## config.mk

```make
export PLATFORM = sky130hd
export DESIGN_NAME = instruction_fetch_unit
export DESIGN_NICKNAME = d
export VERILOG_FILES = /design/src/rtl/riscv_pkg.sv /design/src/rtl/imm_select_decoder.sv /design/src/rtl/instruction_fetch_unit.sv
export SDC_FILE = /design/constraint.sdc
export NUM_CORES = 1
export LEC_CHECK = 0
export ABC_CLOCK_PERIOD_IN_PS = 5200
export BUFFER_PORTS_ARGS = -buffer_cell sky130_fd_sc_hd__buf_4
export CORE_UTILIZATION = 38
export DETAILED_ROUTE_END_ITERATION = 10
export PLACE_DENSITY_LB_ADDON = 0.3
export SLEW_MARGIN = 20
export SYNTH_ARGS = -nofsm -noshare
export SYNTH_HDL_FRONTEND = slang
export SYNTH_SLANG_ARGS = --single-unit
export TNS_END_PERCENT = 5
```

## constraint.sdc

```tcl
create_clock -name CLK -period 5.2 [get_ports CLK]
set_input_delay 0.26 -clock CLK [delete_from_list [all_inputs] [get_ports CLK]]
set_output_delay 0.26 -clock CLK [all_outputs]
set_load 0.005 [all_outputs]
```

## src/rtl/riscv_pkg.sv

```systemverilog
// Shared RISC-V constants: base opcodes, immediate-format codes and fetch FSM encoding.
// The immediate generator decodes imm_select with these same codes.
package riscv_pkg;

    localparam logic [6:0] OP_REG    = 7'b0110011;
    localparam logic [6:0] OP_LOAD   = 7'b0000011;
    localparam logic [6:0] OP_JALR   = 7'b1100111;
    localparam logic [6:0] OP_IMM    = 7'b0010011;
    localparam logic [6:0] OP_STORE  = 7'b0100011;
    localparam logic [6:0] OP_BRANCH = 7'b1100011;
    localparam logic [6:0] OP_LUI    = 7'b0110111;
    localparam logic [6:0] OP_AUIPC  = 7'b0010111;
    localparam logic [6:0] OP_JAL    = 7'b1101111;

    localparam logic [2:0] F3_SLL = 3'b001;
    localparam logic [2:0] F3_SR  = 3'b101;

    localparam logic [31:0] INST_NOP = 32'h0000_0013;

    typedef enum logic [2:0] {
        IMM_NONE  = 3'b000,
        IMM_I     = 3'b001,
        IMM_S     = 3'b010,
        IMM_B     = 3'b011,
        IMM_U     = 3'b100,
        IMM_J     = 3'b101,
        IMM_SHAMT = 3'b110
    } imm_sel_t;

    typedef enum logic {
        ST_FETCH = 1'b0,
        ST_VALID = 1'b1
    } fetch_state_t;

endpackage

```

## src/rtl/imm_select_decoder.sv

```systemverilog
// Combinational opcode decode into immediate-format code and illegal-opcode flag.
// An empty instruction register reports IMM_NONE and no illegal opcode.
module imm_select_decoder
    import riscv_pkg::*;
(
    input  logic       inst_valid,
    input  logic [6:0] opcode,
    input  logic [2:0] funct3,
    output logic [2:0] imm_select,
    output logic       illegal_op
);

    imm_sel_t sel;

    always_comb begin
        sel        = IMM_NONE;
        illegal_op = 1'b0;
        if (inst_valid) begin
            case (opcode)
                OP_REG:                  sel = IMM_NONE;
                OP_LOAD, OP_JALR:        sel = IMM_I;
                OP_IMM:                  sel = (funct3 == F3_SLL || funct3 == F3_SR) ? IMM_SHAMT : IMM_I;
                OP_STORE:                sel = IMM_S;
                OP_BRANCH:               sel = IMM_B;
                OP_LUI, OP_AUIPC:        sel = IMM_U;
                OP_JAL:                  sel = IMM_J;
                default:                 illegal_op = 1'b1;
            endcase
        end
    end

    assign imm_select = sel;

endmodule

```

## src/rtl/instruction_fetch_unit.sv

```systemverilog
// Single-outstanding instruction fetch: request a word at pc, hold it until retire,
// then advance pc by 4 or redirect to an aligned branch target.
//
// state    | meaning
// ST_FETCH | imem_req high at pc, waiting for imem_ack
// ST_VALID | instruction register live, waiting for stall=0 to retire
module instruction_fetch_unit
    import riscv_pkg::*;
#(
    parameter logic [31:0] RESET_PC = 32'h0000_0000
) (
    input  logic        CLK,
    input  logic        RESET,
    output logic        imem_req,
    output logic [31:0] imem_addr,
    input  logic        imem_ack,
    input  logic [31:0] imem_rdata,
    input  logic        stall,
    input  logic        branch_taken,
    input  logic [31:0] branch_target,
    output logic        inst_valid,
    output logic [31:0] instruction,
    output logic [24:0] instruction_part,
    output logic [2:0]  imm_select,
    output logic        illegal_op,
    output logic [31:0] pc,
    output logic [31:0] pc_plus4
);

    fetch_state_t state, state_next;
    logic [31:0]  pc_q;
    logic [31:0]  inst_q;
    logic         retire;

    always_ff @(posedge CLK) begin
        if (RESET) state <= ST_FETCH;
        else       state <= state_next;
    end

    always_comb begin
        state_next = state;
        case (state)
            ST_FETCH: if (imem_ack) state_next = ST_VALID;
            ST_VALID: if (!stall)   state_next = ST_FETCH;
            default:                state_next = ST_FETCH;
        endcase
    end

    // Outputs are gated by RESET so nothing is requested or presented while it is held.
    always_comb begin
        imem_req   = 1'b0;
        inst_valid = 1'b0;
        if (!RESET) begin
            imem_req   = (state == ST_FETCH);
            inst_valid = (state == ST_VALID);
        end
    end

    assign retire = (state == ST_VALID) && !stall;

    always_ff @(posedge CLK) begin
        if (RESET) begin
            pc_q   <= RESET_PC;
            inst_q <= INST_NOP;
        end else begin
            if (state == ST_FETCH && imem_ack)
                inst_q <= imem_rdata;
            if (retire)
                pc_q <= branch_taken ? {branch_target[31:2], 2'b00} : pc_plus4;
        end
    end

    assign pc               = pc_q;
    assign pc_plus4         = pc_q + 32'd4;
    assign imem_addr        = pc_q;
    assign instruction      = inst_q;
    assign instruction_part = inst_q[31:7];

    imm_select_decoder u_imm_select_decoder (
        .inst_valid (inst_valid),
        .opcode     (inst_q[6:0]),
        .funct3     (inst_q[14:12]),
        .imm_select (imm_select),
        .illegal_op (illegal_op)
    );

endmodule

```

After elaboration in Yosys (flattened, before gate mapping). Cells that the tools add are included.

$add $sub $neg: 1. Equal/unequal tests: 11. Multiplexer cells: 11. Bitwise gates (word level): 1. Reduce and logical (&&, ||, !) cells: 7.

Operators with widths (count): 32-bit by 3-bit adder with 32-bit output (second input constant) (1); 32-bit two-way mux (1); 7-bit by 6-bit == test with 1-bit output (second input constant) (3); 7-bit == test (second input constant) (3); 3-bit case mux with 6 select lines (1); 7-bit by 5-bit == test with 1-bit output (second input constant) (2); 9-bit OR reduction (1); 7-bit by 2-bit == test with 1-bit output (second input constant) (1); 1-bit two-way mux (6); 3-bit two-way mux (2); 2-bit OR reduction (2); 3-bit by 1-bit == test with 1-bit output (second input constant) (1); 3-bit == test (second input constant) (1); 1-bit logical AND (2); 1-bit case mux with 2 select lines (1); 1-bit logical NOT (1); 1-bit logical OR (1); 1-bit NOT (1).

Register bits after elaboration: 65. Input bits: 69. Output and inout port bits: 159. Word-level logic and storage cells: 34.

Longest topological paths before layout.
Word-level depth: 5. Mapped depth: 7.

Cells and area by module. A second synthesis with hierarchy kept.

Cell total of the unflattened synthesis: 492. Area, all modules: 3870.0 µm².

By module, submodules not included: instruction_fetch_unit (times used 1, cells each 466, area each 3671.0 µm²); imm_select_decoder (times used 1, cells each 26, area each 198.9 µm²).

Least setup slack after synthesis. Ideal clock, no wire load.

Kind: reg2out. Start: register pc_q[2] (netlist: imem_addr[2]). End: output pc_plus4[28]. Arrival time: 1.898 ns. Required time: 4.940 ns. Setup slack: 3.042 ns. Cell stages (with the launch flop): 8. Buffers on the path: 1. Path through: dfxtp_1 -> ha_1 -> nand3_1 -> or3_1 -> buf_2 -> nor3_4 -> nand4_1 -> xnor2_1.

Longest elaborated chain between the ends: 1.

Ends and longest elaborated chain: start: declaration (RTL line instruction_fetch_unit.sv:31) `logic [31:0] pc_q;`; start signal: assignment (RTL line instruction_fetch_unit.sv:69) `pc_q <= branch_taken ? {branch_target[31:2], 2'b00} : pc_plus4;`; 32-bit by 3-bit adder with 32-bit output (RTL line instruction_fetch_unit.sv:74) `assign pc_plus4 = pc_q + 32'd4;`; end: declaration (RTL line instruction_fetch_unit.sv:27) `output logic [31:0] pc_plus4`.

No other way between the ends.

Worst setup path in the final report. Ends and elaborated chain as after synthesis.

==> impl_summary.md <==
Run status
The run finished with clean final reports.

Yosys
After synthesis the cells add up to 3860 µm². Of all flip-flops after synthesis, the portion carrying an async set or reset was 0. The synthesized netlist cell count is 513. The count of different cell masters after synthesis is 48. Dividing the synthesized area by the synthesized cell count gives 7.53 µm². Counting flops with a built-in enable in the synthesized netlist gives 0. The most used flip-flop cell after synthesis is dfxtp_1.

For this run, the number of Yosys warnings is 0. For this run, the register share of the synthesized area comes to 0.326. The register bit count reported by yosys is 63.

Timing
The final number of hold-violating endpoints is 0. The transition at the pin with the smallest max-transition slack is 0.899 ns. Measured against its own limit, the worst slew margin works out to 0.398. The final setup violation count is 0. For the final database, setup skew stands at 0.0113 ns. The setup total negative slack is 0 ns. Setup repair after global routing left no endpoint under its margin. The final worst hold slack is 0.129 ns. The maximum clock frequency is 0.333 GHz. The smallest clock period supported by the final layout is computed as 3.01 ns. The max-slew violation count was 0. Of the available clock period, the critical path in the final layout requires 0.578.

Die
The floorplan core area is 9820 µm². For this configuration, the core starts out at a cell density of 0.394. The die is 103 µm tall. The number of top-level pins is 228. The die area is 10600 µm².

The die is 103 µm wide. The number of standard-cell rows in the floorplan is 36.

Worst setup path
STA puts the critical path data arrival time at ~2.8 ns. The critical path goes through ha_1 -> nand3_1 -> or3_1 -> nor3_4 -> nand4_1 -> xnor2_1 -> buf_4. On the worst path, the slowest cell contributes a delay of ~0.57 ns. The worst setup path is launched from a register. STA classifies the critical path endpoint as a primary output. The cell with the largest stage delay on the worst path is or3_1. The category of the critical setup timing path is register to primary output. The required time reported for the critical path endpoint is slightly below 5 ns. The biggest fanout along the worst timing path is 7.

Global route
The first global-routing pass estimated 16.6 mm of wire. The via count of the first global-routing pass is 3378. The remaining global-route overflow is 0.

The pin count of the biggest net entering global routing is 39. For this run, the total global-route usage over all layers was measured as 0.202. The number of antenna violations at the first check in global routing is 0.

Clocking
No sink is reached through more buffers than the 2 on the longest clock path. The number of sinks driven by the clock tree is between 60 and 70. The clock reaches the later pin of the worst-skew pair after approximately 0.34 ns. The clock transition at the registers of the reported paths is 0.07 ns. The H-tree was split into 3 levels. The clock tree from TritonCTS is built. In this run, CTS created clock tree buffers numbering 9. The root buffer cell chosen for the clock tree is clkbuf_8. The number of hold buffers added after CTS is 0. The count of instances resized after the clock tree is built is 0.

Post-CTS timing repair inserted 0 buffers for setup.

Routing
The remaining antenna violation count after routing is 0. The via count is 3981. The first detailed-routing pass took 5 iterations. The DRC marker count from the first detailed-route iteration is 129. The final layout contains routed wiring with a total length of 11.3 mm.

The DRC violation count after routing is 0. The average wire per cell in the routed design is about 14 µm. Dividing the detail-routed via count by the number of cells gives 5.05.

Place
Routability-driven placement finished with a final weighted congestion of about 0.82. The post-placement cell area is 5080 µm². The number of buffer cells added on primary ports is 219. Detailed placement ended at an HPWL of 8.13 mm.

Cells and area
In the final layout, the share of cells above drive strength 1 is 0.380. The count of fill cells added during filler insertion is 906. The area growth from synthesis to layout is 36.9%. The post-layout instance area is 5290 µm². The number of inserted diodes is 0. The net count of the finished layout is 720.

Power
For this design the ratio of total power to cell area is around 220 nW/µm². The worst-case IR drop observed on VDD is 138 µV. The analysis attributes to cell leakage a power of 2.50 nW.

Flow run
The count of maximum capacitance violations is 0.

Min path
The path category of the worst min-delay check is primary input to register.
## path summary, 6_finish.rpt
| path | start | endpoint | slack (ns) | depth (start not counted) |
|---|---|---|---|---|
| max | imem_addr[2]$_SDFFE_PP0P_ | pc_plus4[28] | 2.19 | 7 |
| min reg2reg | instruction[8]$_SDFFE_PP0P_ | instruction[8]$_SDFFE_PP0P_ | 0.47 | 2 |
| min | branch_target[28] | imem_addr[28]$_SDFFE_PP0P_ | 0.13 | 3 |
| max reg2reg | imem_addr[2]$_SDFFE_PP0P_ | imem_addr[28]$_SDFFE_PP0P_ | 2.71 | 6 |
## Yosys cell counts (12+ instances only)
library cell / n / area share
nand2_1: 93 / 0.090
buf_4: 63 / 0.12
dfxtp_1: 63 / 0.33
a21oi_1: 46 / 0.060
o21ai_0: 35 / 0.045
nor2_1: 25 / 0.024
clkbuf_1: 21 / 0.020
buf_2: 14 / 0.018
xnor2_1: 14 / 0.032
xor2_1: 14 / 0.032
nand4_1: 13 / 0.021
nand3_1: 12 / 0.016
## power breakdown
| part | switching [W] | internal (W) |
|---|---|---|
| combinational | 0.0000860 | 0.000118 |
| clock | 0.000199 | 0.000247 |
| sequential | 0.0000319 | 0.000505 |
## per-stage QoR
step           cells  total power [W]  setup slack (ns)   util
5_1_grt          788          0.00125              1.99  0.539
6_report         788          0.00119              2.19  0.539
2_1_floorplan    518         0.000652              3.04      -
3_5_place_dp     772         0.000754              2.56  0.518
4_1_cts          788          0.00120              2.17  0.539
3_3_place_gp     772         0.000749              2.56  0.517
## critical path, delay by kind of cell, from the launching register on
family / cells / cell delay (ns)
flip-flops: 1 / 0.55
AND/OR/NAND/NOR: 4 / 1.21
buffers and inverters: 1 / 0.13
adder cells (fa/ha/maj): 1 / 0.35
XOR/XNOR: 1 / 0.18
## cell families after synthesis
family                   synth area share
flip-flops                          0.326
AO/OA/AOI/OAI                       0.179
buffers and inverters               0.164
other                            0.000970
multiplexers                      0.00518
AND/OR/NAND/NOR                     0.257
adder cells (fa/ha/maj)           0.00324
XOR/XNOR                           0.0635
## cells in the final DEF, fill, tap and decap left out, types with 2 or more instances in the layout
cell | Yosys | final
clkbuf_8 | 0 | 11
mux2i_1 | 2 | 2
nand2b_1 | 5 | 4
nand3_1 | 12 | 12
a31oi_1 | 3 | 3
xor2_1 | 14 | 14
nor3_1 | 9 | 9
nand2_1 | 93 | 93
nor3_2 | 2 | 2
or3_1 | 2 | 2
o311ai_0 | 3 | 3
and2_1 | 3 | 3
a21oi_1 | 46 | 46
a21o_1 | 7 | 7
nor3b_1 | 2 | 2
o2bb2ai_1 | 4 | 4
o21ai_0 | 35 | 35
nand3b_1 | 3 | 3
or2_2 | 3 | 3
nand4_1 | 13 | 13
a22oi_1 | 8 | 8
nor2b_1 | 4 | 3
nor4_2 | 2 | 2
and3_1 | 4 | 4
conb_1 | 1 | 6
nor2_1 | 25 | 25
xnor2_1 | 14 | 14
a22o_1 | 6 | 6
buf_4 | 63 | 220
or3b_2 | 2 | 2
nor4_1 | 9 | 9
clkinv_2 | 0 | 2
dfxtp_1 | 63 | 63
inv_1 | 2 | 2
## flip-flops by register name (all words and copies together), names as in the netlist
name,flops
state,1
instruction,32
imem_addr,30
## metal layers
layer  track usage  vias up  routed length, µm
li1              -     1974                  -
met1         0.245     1834               4720
met2         0.349      164               5580
met3        0.0529        9                829
met4        0.0596        0                118
met5             0        -                  0
## cell type report
| type | instances | area [µm²] | area share |
|---|---|---|---|
| Multi-Input combinational cell | 354 | 2000 | 0.378 |
| Tap cell | 133 | 166 | 0.0314 |
| Timing Repair Buffer | 220 | 1650 | 0.312 |
| Clock inverter | 5 | 56.3 | 0.0106 |
| Clock buffer | 11 | 151 | 0.0286 |
| Sequential cell | 63 | 1260 | 0.238 |
| Inverter | 2 | 7.51 | 0.00142 |
Power figures use the tool's default switching activity.
